[config.mk]
export PLATFORM = sky130hd
export DESIGN_NAME = seg_display_driver
export DESIGN_NICKNAME = d
export VERILOG_FILES = /design/src/rtl/seg_display_driver.sv
export SDC_FILE = /design/constraint.sdc
export NUM_CORES = 1
export LEC_CHECK = 0
export CAP_MARGIN = 20
export CORE_UTILIZATION = 30
export CTS_BUF_LIST = sky130_fd_sc_hd__clkbuf_4
export CTS_CLUSTER_SIZE = 16
export DETAILED_ROUTE_END_ITERATION = 16
export GPL_TIMING_DRIVEN = 0
export HOLD_SLACK_MARGIN = 0.05
export PLACE_DENSITY_LB_ADDON = 0.12
export SLEW_MARGIN = 20
export SYNTH_ARGS = -nofsm -noshare
export SYNTH_HDL_FRONTEND = slang
export SYNTH_SLANG_ARGS = --single-unit
[constraint.sdc]
create_clock -name clk -period 2 [get_ports clk]
set_clock_uncertainty 0.15 [all_clocks]
set_input_delay 0.6 -clock clk [delete_from_list [all_inputs] [get_ports clk]]
set_output_delay 0.6 -clock clk [all_outputs]
set_load 0.005 [all_outputs]
[src/rtl/seg_display_driver.sv]
// Multiplexed common-anode 7-segment driver for the 12-bit status-digit bus.
// Latency: outputs are registered, one cycle behind the scan counters.
// Backpressure: none; digits are sampled only at frame boundaries, never stalled.
//
// Ports:
//   clk, rst_n   - system clock, asynchronous active-low reset
//   digits_in    - 4*NUM_DIGITS hex digits; nibble k drives digit k (0 = rightmost)
//   dp_in        - per-digit decimal point, active-high
//   brightness   - PWM level, 15 = full on, 0 = 1/16 duty
//   enable       - 0 blanks the display; scan counters keep running
//   blink        - blink request (only honoured when SEG_BLINK_EN is defined)
//   seg_out      - active-low segments {dp,g,f,e,d,c,b,a}
//   sel_out      - active-low digit enables, one-hot-low or all ones
//   frame_done   - one-cycle pulse after each shadow snapshot load
//
// Build option: define SEG_BLINK_EN to enable the frame-counter driven blink.

module seg_display_driver #(
    parameter int NUM_DIGITS = 3,
    parameter int DIV_BITS   = 16   // slot = 2^DIV_BITS cycles; must be >= 8
) (
    input  logic                      clk,
    input  logic                      rst_n,
    input  logic [4*NUM_DIGITS-1:0]   digits_in,
    input  logic [NUM_DIGITS-1:0]     dp_in,
    input  logic [3:0]                brightness,
    input  logic                      enable,
    input  logic                      blink,
    output logic [7:0]                seg_out,
    output logic [NUM_DIGITS-1:0]     sel_out,
    output logic                      frame_done
);

    localparam int IDX_W = (NUM_DIGITS > 1) ? $clog2(NUM_DIGITS) : 1;
    localparam logic [IDX_W-1:0] LAST_IDX = IDX_W'(NUM_DIGITS - 1);

    // One snapshot of everything the display shows for a whole frame.
    typedef struct packed {
        logic [4*NUM_DIGITS-1:0] digits;
        logic [NUM_DIGITS-1:0]   dp;
    } frame_t;

    logic [DIV_BITS-1:0] div_cnt;
    logic [IDX_W-1:0]    idx;
    frame_t              shadow;

    logic                slot_wrap;
    logic                frame_bnd;
    logic                blank_phase;
    logic                lit;
    logic [3:0]          cur_nib;
    logic                cur_dp;
    logic [6:0]          cur_seg;
    logic [NUM_DIGITS-1:0] sel_nxt;

    // Hex to active-low {g,f,e,d,c,b,a}.
    function automatic logic [6:0] hexseg(input logic [3:0] nib);
        logic [6:0] s;
        case (nib)
            4'h0:    s = 7'h40;
            4'h1:    s = 7'h79;
            4'h2:    s = 7'h24;
            4'h3:    s = 7'h30;
            4'h4:    s = 7'h19;
            4'h5:    s = 7'h12;
            4'h6:    s = 7'h02;
            4'h7:    s = 7'h78;
            4'h8:    s = 7'h00;
            4'h9:    s = 7'h10;
            4'hA:    s = 7'h08;
            4'hB:    s = 7'h03;
            4'hC:    s = 7'h46;
            4'hD:    s = 7'h21;
            4'hE:    s = 7'h06;
            default: s = 7'h0E;
        endcase
        return s;
    endfunction

    assign slot_wrap = &div_cnt;
    assign frame_bnd = slot_wrap && (idx == LAST_IDX);

    // Scan counters and frame snapshot. The snapshot is the only place the
    // digit/dp inputs are sampled, so a frame can never show a torn value.
    always_ff @(posedge clk or negedge rst_n) begin
        if (!rst_n) begin
            div_cnt    <= '0;
            idx        <= '0;
            shadow     <= '0;
            frame_done <= 1'b0;
        end else begin
            div_cnt    <= div_cnt + DIV_BITS'(1);
            frame_done <= frame_bnd;
            if (slot_wrap) begin
                idx <= (idx == LAST_IDX) ? '0 : idx + IDX_W'(1);
            end
            if (frame_bnd) begin
                shadow.digits <= digits_in;
                shadow.dp     <= dp_in;
            end
        end
    end

`ifdef SEG_BLINK_EN
    // Frame counter: bit 6 toggles every 64 frames, giving the blink period.
    logic [6:0] frame_cnt;

    always_ff @(posedge clk or negedge rst_n) begin
        if (!rst_n) begin
            frame_cnt <= '0;
        end else if (frame_bnd) begin
            frame_cnt <= frame_cnt + 7'd1;
        end
    end

    assign blank_phase = blink && frame_cnt[6];
`else
    logic unused_blink;
    assign unused_blink = blink;
    assign blank_phase  = 1'b0;
`endif

    // The first 16 cycles of each slot stay dark so the previous digit's
    // segment pattern cannot ghost onto the next digit while drivers settle.
    // PWM: the top nibble of the slot counter is compared against brightness.
    assign lit = enable
              && (div_cnt >= DIV_BITS'(16))
              && (div_cnt[DIV_BITS-1 -: 4] <= brightness)
              && !blank_phase;

    assign cur_nib = shadow.digits[idx*4 +: 4];
    assign cur_dp  = shadow.dp[idx];
    assign cur_seg = hexseg(cur_nib);

    always_comb begin
        sel_nxt = '1;
        for (int k = 0; k < NUM_DIGITS; k++) begin
            sel_nxt[k] = !(lit && (idx == IDX_W'(k)));
        end
    end

    always_ff @(posedge clk or negedge rst_n) begin
        if (!rst_n) begin
            seg_out <= '1;
            sel_out <= '1;
        end else begin
            sel_out <= sel_nxt;
            seg_out <= lit ? {~cur_dp, cur_seg} : 8'hFF;
        end
    end

endmodule

After elaboration in Yosys (flattened, before gate mapping)
Memories as Yosys holds them, arrays and structs flattened.
Cells that the tools add are included.
- flip-flop bits (word level): 45
- memory bits (read-only): 112
- input bits: 23
- output and inout port bits: 12
- logic and storage cells: 32
- memories: 1
- add/sub/neg operators: 2
- $lt $le $gt $ge: 3
- eq/ne operators: 2
- shift-type cells: 1
- mux-type cells: 4
- bitwise operators: 1
- reductions and logical operators: 11
- memories (memory ; depth ; width ; rd ports ; clocked after Yosys merged registers in ; write ports ; RTL line ; source):
    (no name shown) ; 16 ; 7 ; 1 ; 0 ; 0 ; 59 ; case (nib)
- operator list (kind ; count):
    adder 16 x 1 -> 16 bit (second input constant) ; 1
    >= comparator 16 x 5 -> 1 bit (second input constant) ; 1
    AND reduction 16 bit ; 1
    indexed part select 12 x 5 -> 4 bit ; 1
    2-to-1 mux 8 bit ; 1
    logical AND 1 bit ; 6
    less-or-equal comparator 4 bit ; 1
    logical NOT 1 bit ; 3
    less-than comparator 2 x 3 -> 1 bit (second input constant) ; 1
    adder 2 x 1 -> 2 bit (second input constant) ; 1
    binary-select mux 1 bit (select 2 bit) ; 1
    equality test 2 x 1 -> 1 bit (second input constant) ; 1
    equality test 2 bit (second input constant) ; 1
    logical NOT 2 bit ; 1
    2-to-1 mux 2 bit ; 1
    2-to-1 mux 1 bit ; 1
    NOT 1 bit ; 1

Logic depth before layout (Yosys ltp)
Gate-level depths: netlist (run 1).
- depth in word-level cells: 5
- gate-level depth with buffers: 10
- mapped depth without buffers: 8

Least setup slack after synthesis (run 1)
No wires, ideal clock.
- path kind: register to register
- from: register idx[0]
- to: register seg_out[3]
- library setup time: 0.087 ns
- data arrival time: 1.784 ns
- required time: 1.763 ns
- setup slack: -0.021 ns
- cell stages (with the launch flop): 9
- path buffers: 1
- period minus slack after synthesis: 2.021 ns
- cell sequence: dfrtp_1 -> clkbuf_1 -> a2bb2oi_1 -> inv_1 -> ha_1 -> inv_1 -> a211oi_1 -> a211oi_1 -> o21ai_0
- longest elaborated chain between the ends: 3
- RTL lines (what ; RTL line ; source):
    from (decl) ; 44 ; logic [IDX_W-1:0] idx;
    from (signal assigned) ; 95 ; idx <= (idx == LAST_IDX) ? '0 : idx + IDX_W'(1);
    indexed part select 12 x 5 -> 4 bit ; 131 ; assign cur_nib = shadow.digits[idx*4 +: 4];
    memory (16 x 7 bit) ; n/a ;
    2-to-1 mux 8 bit ; 148 ; seg_out <= lit ? {~cur_dp, cur_seg} : 8'hFF;
    to (signal assigned) ; 148 ;
    to (decl) ; 29 ; output logic [7:0] seg_out,
No other way between the ends.
A chain may end at the register's enable or synchronous reset.

Worst setup path in the final report (run 1)
- from: register idx[1]
- to: register seg_out[3]
Same word-level chain as after synthesis.

==> run metrics, run 1 <==
status finished clean; Max clock buf depth 2; DR vias 1678; Die ar. 7960 µm²; most common cell after layout, fill and taps aside dfrtp_1; 1st-pass router iterations 4; clk_lat worst skew 360 ps; commonest cells after routing, fill and taps aside dfrtp_1, buf_4, clkdlybuf4s50_1; buffers and inverters on the worst path 3; Place WS -498 ps; CTS root buf clkbuf_4; Slowest-stage cell, CP dfrtp_1; layout cells sized above 1 0.398; r2r startpoint idx[1]; initial DRC count 40; sequential fraction of the synthesis area 0.500; core area 7290 µm²; vias in the first global route 1625; Distinct cells, synth 40; Max Fclk 0.511 GHz; Via density 4.62; starting density of the core 0.313; GRT Util Overall 0.131; antenna cell count 0; ranking of synthesized cells by area dfrtp_1, dfstp_2, mux2_2; Ys Warns 0; Placed Cells 327; startpoint types register; first-pass GRT wire length 7870 µm; I/O Pins 35; Detailed Route WL 4890 µm; Setup crit end kind register; Final Max Slew Viols 0; initial antenna violation count 0; Mapped Area 2280 µm²; relative slew slack 0.660; CP Cell Sequence buf_8, mux2i_4, a2bb2oi_4, buf_6, ha_4, inv_2, a211oi_2, a211oi_1, o21ai_1; cell area power density 493 nW/µm²; Slew @ Worst Pin 507 ps; R2R Setup Slk 40 ps; crit share post-route 0.979; Crit path max-delay family compound AO/OA/AOI/OAI gates; non-filler cells, final 363; crit path from idx[1]; Finish-stage setup viols 0; largest net degree at the start of global routing 32; Hold Crit Class reg2reg; top-area cell type share of the netlist area 0.373; Area Overhead vs Synth 42.2%; gr ovfl total 0; DP Wirelength 3330 µm; final setup TNS 0 ps; worst r2r dst seg_out[3]; WL/cell 13.5 µm; H-tree depth 2; area leader, netlist dfrtp_1; CTS tree done; kind of critical path reg2reg; gpl congestion 0.735; final worst slack 42.6 ps; Levels on crit path 9; clock-pin slew on the worst setup and hold paths 140 ps; Port Buffers 33; Sink Count 45; Worst Reg-to-Reg Cells 9; drt drc 0; Crit Path Max Fanout 6; hold-critical path depth 1; Critical Path AT 2100 ps; Yosys reg bits 45; post-synth net total 229; final hold vios 0; Syn Inst Count 194; max incr delay on CP 380 ps; fin crit period 1960 ps; Max-Cap Viols 0; Die H 89.2 µm; die width 89.2 µm; Detail Route Antenna Nets 0; worst setup path end seg_out[3]; nets 298; total CTS buffers 5; HP Start div_cnt[11]; RSZ-0062 raised after global routing yes; Rows 31; VDD IR max 236 µV; Lkg Pwr 1.46 nW; required time of the critical path 2140 ps; Post-Syn Area per Cell 11.8 µm²
## layout make-up
type | count | area (µm²)
fill | 721 | 4050
multi-input combinational | 130 | 1240
sequential | 45 | 1140
timing repair buffer | 62 | 552
tap | 99 | 124
buffer | 6 | 58.8
inverter | 13 | 48.8
clock buffer | 6 | 45.0
clock inverter | 2 | 33.8
## power by group
group | switching, mW | internal, mW
clock network | 0.292 | 0.274
registers | 0.00188 | 0.925
logic | 0.0429 | 0.0634
## how the worst min path moves through the flow
stage	to	slack, ps
global placement	div_cnt[11]	330
detailed placement	div_cnt[11]	330
finish	div_cnt[11]	350
floorplan	div_cnt[0]	150
CTS	div_cnt[11]	350
global route	div_cnt[11]	360
## per-layer routing
| metal | share of wire | vias to the layer above | GRT usage |
|---|---|---|---|
| li1 | - | 825 | - |
| met1 | 0.48 | 811 | 0.181 |
| met2 | 0.46 | 36 | 0.203 |
| met3 | 0.044 | 6 | 0.0360 |
| met4 | 0.010 | 0 | 0.0346 |
| met5 | 0 | - | 0 |
## Yosys cell counts
cell	number
a211oi_1	5
a21o_1	1
a21oi_1	5
a2bb2oi_1	3
and2_1	2
and2_2	2
and3_1	1
and3_2	1
and3b_1	1
and4_1	1
and4_4	1
buf_2	2
buf_6	1
clkbuf_1	2
clkbuf_8	1
dfrtp_1	34
dfstp_2	11
ha_1	12
inv_1	13
mux2_2	18
mux2i_1	6
nand2_1	10
nand3_1	16
nand4_1	3
nand4_4	1
nand4b_1	1
nor2_1	6
nor2b_1	1
nor3_1	1
nor4_4	1
o211ai_1	3
o21ai_0	4
o2bb2ai_1	1
o311ai_0	1
o311ai_1	1
o31ai_1	1
or4_1	2
or4_2	1
xnor2_1	10
xor2_1	7
## state kept, by name (all words and copies together), names as in the netlist
| name | count |
|---|---|
| seg_out | 8 |
| sel_out | 3 |
| idx | 2 |
| div_cnt | 16 |
| frame_done | 1 |
| shadow | 15 |
## stage by stage
step	cell area [µm²]	util	power [mW]	hold slack, ps
floorplan	2290	-	0.960	154
global placement	2740	0.376	1.04	326
detailed placement	2760	0.378	1.05	327
CTS	2960	0.406	1.62	350
global route	3240	0.445	1.67	356
finish	3240	0.445	1.60	348
## cells by family after synthesis
| family | Yosys count | synth area share |
|---|---|---|
| xor gates and xnor gates | 17 | 0.0653 |
| DFF | 45 | 0.500 |
| AOI/OAI and AO/OA | 25 | 0.0757 |
| buffers and inverters | 19 | 0.0400 |
| adders and majority gates | 12 | 0.0658 |
| muxes | 24 | 0.115 |
| and+or+nand+nor | 52 | 0.138 |
## repair_timing
action | in CTS | in global routing
gates resized for setup | 29 | 37
hold buffers | 1 | 0
cloned | 1 | 1
endpoints found under the hold margin | 6 | 0
endpoints found under the setup margin | 37 | 26
pin swaps | 2 | 8
setup buffers | 5 | 20
Power figures use the tool's default switching activity.
==> run 2: changes to the inputs <==
Settings changed: CORE_UTILIZATION 30 to 24.
==> run 2 against run 1 <==
Against the previous run: die area rose by 24%; first-iteration DRC count rose by 23%; sequential share of layout area rose by 0.74 points; power fell by 5.8%; cell count rose by 6.6%; routed wire length fell by 0.43%; combinational power barely moved; clock power fell by 16%; fmax barely moved; largest cell class unchanged; highest routed layer unchanged.
==> run metrics, run 2 (synthesis results as in run 1) <==
status finished clean (unchanged); CTS root buf clkbuf_4 (unchanged); RSZ-0062 raised after global routing yes (unchanged); startpoint types register (unchanged); die width 99.5 µm (was 89.2 µm); biggest registers after layout div_cnt: 16 flops, shadow: 15 flops, seg_out: 8 flops (unchanged); Die ar. 9900 µm² (was 7960 µm²); drt drc 0 (unchanged); required time of the critical path 2120 ps (was 2140 ps); Placed Cells 357 (was 327); max incr delay on CP 450 ps (was 380 ps); DP Wirelength 3390 µm (was 3330 µm); Max-Cap Viols 0 (unchanged); final worst slack 43.6 ps (was 42.6 ps); Final Max Slew Viols 0 (unchanged); relative slew slack 0.636 (was 0.660); VDD IR max 173 µV (was 236 µV); commonest cells after routing, fill and taps aside dfrtp_1, buf_4, clkdlybuf4s50_1 (unchanged); DR vias 1641 (was 1678); I/O Pins 35 (unchanged); gr ovfl total 0 (unchanged); vias in the first global route 1592 (was 1625); Most flops, register div_cnt (unchanged); crit share post-route 0.978 (was 0.979); Detail Route Antenna Nets 0 (unchanged); clock-pin slew on the worst setup and hold paths 150 ps (was 140 ps); Area Overhead vs Synth 39.2% (was 42.2%); Lkg Pwr 1.42 nW (was 1.46 nW); Slew @ Worst Pin 546 ps (was 507 ps); initial antenna violation count 0 (unchanged); Total Power 1.51 mW (was 1.60 mW); H-tree depth 2 (unchanged); CTS tree done (unchanged); non-filler cells, final 387 (was 363); final setup TNS 0 ps (unchanged); max reg flops 16 (unchanged); Setup crit end kind register (unchanged); Max Fclk 0.511 GHz (about the same); Rows 35 (was 31); hold slack 354 ps (was 348 ps); core area 9240 µm² (was 7290 µm²); post-place instance area 2790 µm² (was 2760 µm²); Max clock buf depth 2 (unchanged); post-layout instance area 3170 µm² (was 3240 µm²); kind of critical path reg2reg (unchanged); Critical Path AT 2080 ps (was 2100 ps); buffers and inverters on the worst path 1 (was 3); clk_lat worst skew 370 ps (was 360 ps); GRT Util Overall 0.103 (was 0.131); total CTS buffers 5 (unchanged); starting density of the core 0.247 (was 0.313); nets 292 (was 298); final core utilization 0.344 (was 0.445); largest net degree at the start of global routing 25 (was 32); Slowest-stage cell, CP dfrtp_2 (was dfrtp_1); Detailed Route WL 4870 µm (was 4890 µm); 1st-pass router iterations 4 (unchanged); Finish-stage setup viols 0 (unchanged); filler cell count in the final layout 943 (was 721); Die H 99.5 µm (was 89.2 µm); initial DRC count 49 (was 40); WL/cell 12.6 µm (was 13.5 µm); CP Cell Sequence and3_4, nand2_1, nor4_4, buf_4, mux2_2 (was buf_8, mux2i_4, a2bb2oi_4, buf_6, ha_4, inv_2, a211oi_2, a211oi_1, o21ai_1); final hold vios 0 (unchanged); fin crit period 1960 ps (about the same); layout cells sized above 1 0.376 (was 0.398); most common cell after layout, fill and taps aside dfrtp_1 (unchanged); Place WS -516 ps (was -498 ps); Via density 4.24 (was 4.62); Hold Crit Class reg2reg (unchanged); Port Buffers 33 (unchanged); Crit path max-delay family simple AND/OR/NAND/NOR gates (was compound AO/OA/AOI/OAI gates); Crit Path Max Fanout 5 (was 6); antenna cell count 0 (unchanged); cell area power density 475 nW/µm² (was 493 nW/µm²); gpl congestion 0.712 (was 0.735); Sink Count 45 (unchanged); first-pass GRT wire length 7970 µm (was 7870 µm)
-- run 2: area by class of cell --
| cell class | instances | area (µm²) | share of cell area |
|---|---|---|---|
| plain buffers | 6 | 61.3 | 0.0193 |
| clock buffers | 6 | 45.0 | 0.0142 |
| clock inverters | 2 | 15.0 | 0.00473 |
| inverters | 13 | 48.8 | 0.0154 |
| multi-input cells | 130 | 1190 | 0.376 |
| flip-flops and latches | 45 | 1140 | 0.360 |
| well taps | 129 | 161 | 0.0508 |
| repair buffers | 56 | 505 | 0.159 |
-- run 2: timing repair --
| action | 4_1_cts | 5_1_grt |
|---|---|---|
| pin swaps | 2 | 6 |
| cloned | 0 | 2 |
| resized for setup | 28 | 29 |
| hold endpoints to repair | 14 | 0 |
| buffers inserted | 5 | 14 |
| endpoints found under the setup margin | 37 | 27 |
| hold buffers | 1 | 0 |
-- run 2: power breakdown --
part           leakage, nW  switching [mW]  internal, mW  total, mW
clock network       0.0279           0.323         0.151      0.475
logic                0.819          0.0428        0.0615      0.104
registers            0.573         0.00187         0.925      0.927
total                 1.42           0.368          1.14       1.51
-- run 2: worst register-to-register path, delay by kind of cell, from the launching register on --
family / cells / cell delay (ps)
flops: 1 / 450
mux: 1 / 340
buf+inv: 1 / 230
simple gates: 3 / 690
-- run 2: path summary, 6_finish.rpt --
check | start | to | slack, ps | depth (start not counted)
worst max-delay path | div_cnt[14] | shadow[3] | 40 | 5
worst min-delay path | div_cnt[11] | div_cnt[11] | 350 | 1
worst max register to register | div_cnt[14] | shadow[3] | 40 | 5
worst min register to register | div_cnt[11] | div_cnt[11] | 350 | 1
max in group asynchronous | rst_n | sel_out[1] | 530 | 3
min in group asynchronous | rst_n | shadow[10] | 580 | 2
-- run 2: layer usage --
metal	part of all wire	wire (µm)	global-route usage	vias up
met2	0.42	2050	0.149	32
met4	0.017	82	0.0373	0
met1	0.52	2550	0.150	781
met5	0	0	0	-
met3	0.037	182	0.0218	7
li1	-	-	-	821
==> run 3: changes to the inputs <==
Settings changed: CORE_MARGIN from default to 2.
==> run 3 against run 2 <==
Against the previous run: power up 6.2%; via count down 2.4%; critical path depth up 4.
==> run metrics, run 3 (synthesis results as in run 1) <==
Place WS -529 ps (was -516 ps); nets 289 (was 292); Critical Path AT 2090 ps (was 2080 ps); Sink Count 45 (unchanged); Rows 35 (unchanged); initial DRC count 27 (was 49); final setup TNS 0 ps (unchanged); total CTS buffers 5 (unchanged); CTS tree done (unchanged); Detailed Route WL 5050 µm (was 4870 µm); gr ovfl total 0 (unchanged); most common cell after layout, fill and taps aside dfrtp_1 (unchanged); Detail Route Antenna Nets 0 (unchanged); filler cell count in the final layout 942 (was 943); Most flops, register div_cnt (unchanged); GRT Util Overall 0.103 (about the same); Multi-input gate area 1270 µm² (was 1190 µm²); final hold vios 0 (unchanged); antenna cell count 0 (unchanged); first-pass GRT wire length 8280 µm (was 7970 µm); 1st-pass router iterations 4 (unchanged); clk_lat worst skew 350 ps (was 370 ps); buffers and inverters on the worst path 4 (was 1); Finish-stage setup viols 0 (unchanged); post-layout instance area 3250 µm² (was 3170 µm²); crit share post-route 0.976 (was 0.978); Final Max Slew Viols 0 (unchanged); FF/Latch Area 1140 µm² (about the same); Area Overhead vs Synth 42.6% (was 39.2%); fin crit period 1950 ps (was 1960 ps); r2r startpoint idx[1] (was div_cnt[14]); Hold Buf Count CTS 0 (was 1); WL/cell 13.1 µm (was 12.6 µm); starting density of the core 0.247 (unchanged); H-tree depth 2 (unchanged); CTS root buf clkbuf_4 (unchanged); DR vias 1601 (was 1641); Die H 101 µm (was 99.5 µm); Via density 4.17 (was 4.24); Slew @ Worst Pin 559 ps (was 546 ps); final core utilization 0.352 (was 0.344); Lkg Pwr 1.41 nW (was 1.42 nW); post-place instance area 2790 µm² (unchanged); Port Buffers 33 (unchanged); Placed Cells 357 (unchanged); kind of critical path reg2reg (unchanged); Setup crit end kind register (unchanged); VDD IR max 210 µV (was 173 µV); cell area power density 492 nW/µm² (was 475 nW/µm²); final worst slack 47.6 ps (was 43.6 ps); Total Power 1.60 mW (was 1.51 mW); drt drc 0 (unchanged); initial antenna violation count 0 (unchanged); I/O Pins 35 (unchanged); vias in the first global route 1585 (was 1592); DP Wirelength 3440 µm (was 3390 µm); Die ar. 10300 µm² (was 9900 µm²); most frequent CP cell buf_6; Max Fclk 0.512 GHz (was 0.511 GHz); relative slew slack 0.627 (was 0.636); max reg flops 16 (unchanged); core area 9240 µm² (unchanged); status finished clean (unchanged); hold slack 74.8 ps (was 354 ps); Crit path max-delay family compound AO/OA/AOI/OAI gates (was simple AND/OR/NAND/NOR gates); startpoint types register (unchanged); largest net degree at the start of global routing 24 (was 25); clock-pin slew on the worst setup and hold paths 140 ps (was 150 ps); die width 101 µm (was 99.5 µm); Crit Path Max Fanout 8 (was 5); biggest registers after layout div_cnt: 16 flops, shadow: 15 flops, seg_out: 8 flops (unchanged); Hold Crit Class in2async (was reg2reg); required time of the critical path 2140 ps (was 2120 ps); max incr delay on CP 410 ps (was 450 ps); Max-Cap Viols 0 (unchanged); CP Cell Sequence buf_8, mux2i_4, a2bb2oi_4, buf_6, buf_6, ha_4, inv_1, a211oi_2, o21ai_1 (was and3_4, nand2_1, nor4_4, buf_4, mux2_2); gpl congestion 0.710 (was 0.712); commonest cells after routing, fill and taps aside dfrtp_1, clkdlybuf4s50_1, buf_4, mux2_2, nand3_1 (was dfrtp_1, buf_4, clkdlybuf4s50_1); RSZ-0062 raised after global routing yes (unchanged); Max clock buf depth 2 (unchanged); layout cells sized above 1 0.392 (was 0.376); Slowest-stage cell, CP dfrtp_1 (was dfrtp_2); crit path from idx[1] (was div_cnt[14]); non-filler cells, final 384 (was 387)
run 3: cell types whose count changed in the layout (fill, tap and decap cells not counted), sizes merged:
cell / delta
bufinv: +1
buf: -2
clkdlybuf4s50: +2
clkinv: +1
dlymetal6s2s: -2
clkinvlp: -2
dlygate4sd3: -1
run 3: cell type report:
type,instances,area share
multi-input cells,130,0.391
well taps,129,0.0496
inverters,13,0.0158
clock inverters,2,0.0104
plain buffers,6,0.0185
repair buffers,53,0.149
clock buffers,6,0.0139
flip-flops and latches,45,0.352
run 3: worst paths after layout:
path	end	slack, ps	cells after the start
setup / recovery	seg_out[3]	50	9
hold / removal	shadow[6]	70	1
setup reg to reg	seg_out[3]	50	9
hold reg to reg	div_cnt[11]	340	1
max in group asynchronous	seg_out[7]	1020	2
min in group clk	div_cnt[11]	340	1
run 3: timing repair:
| action | in CTS | in global routing |
|---|---|---|
| setup endpoints to repair | 37 | 26 |
| pin swaps | 1 | 8 |
| hold endpoints to repair | 0 | 0 |
| setup buffers | 6 | 12 |
| gates resized for setup | 28 | 41 |
| cloned | 1 | 0 |
run 3: worst reg2reg max path, delay by kind of cell, from the launching register on:
family	cells	cell delay (ps)
multiplexers	1	190
AO/OA/AOI/OAI	3	460
buffers and inverters	4	430
adder cells (fa/ha/maj)	1	250
flip-flops	1	410
run 3: routing by layer:
metal  track usage  up-vias  wire [µm]
met2         0.154       29       2290
met3        0.0228        4        162
met1         0.148      762       2540
met5             0        -          0
li1              -      806          -
met4        0.0312        0         59
run 3: report_power, final:
part           total (mW)  internal (mW)  switching [mW]
Sequential          0.927          0.925         0.00160
Clock               0.566          0.274           0.292
Combinational       0.107         0.0629          0.0439
Total                1.60           1.26           0.337
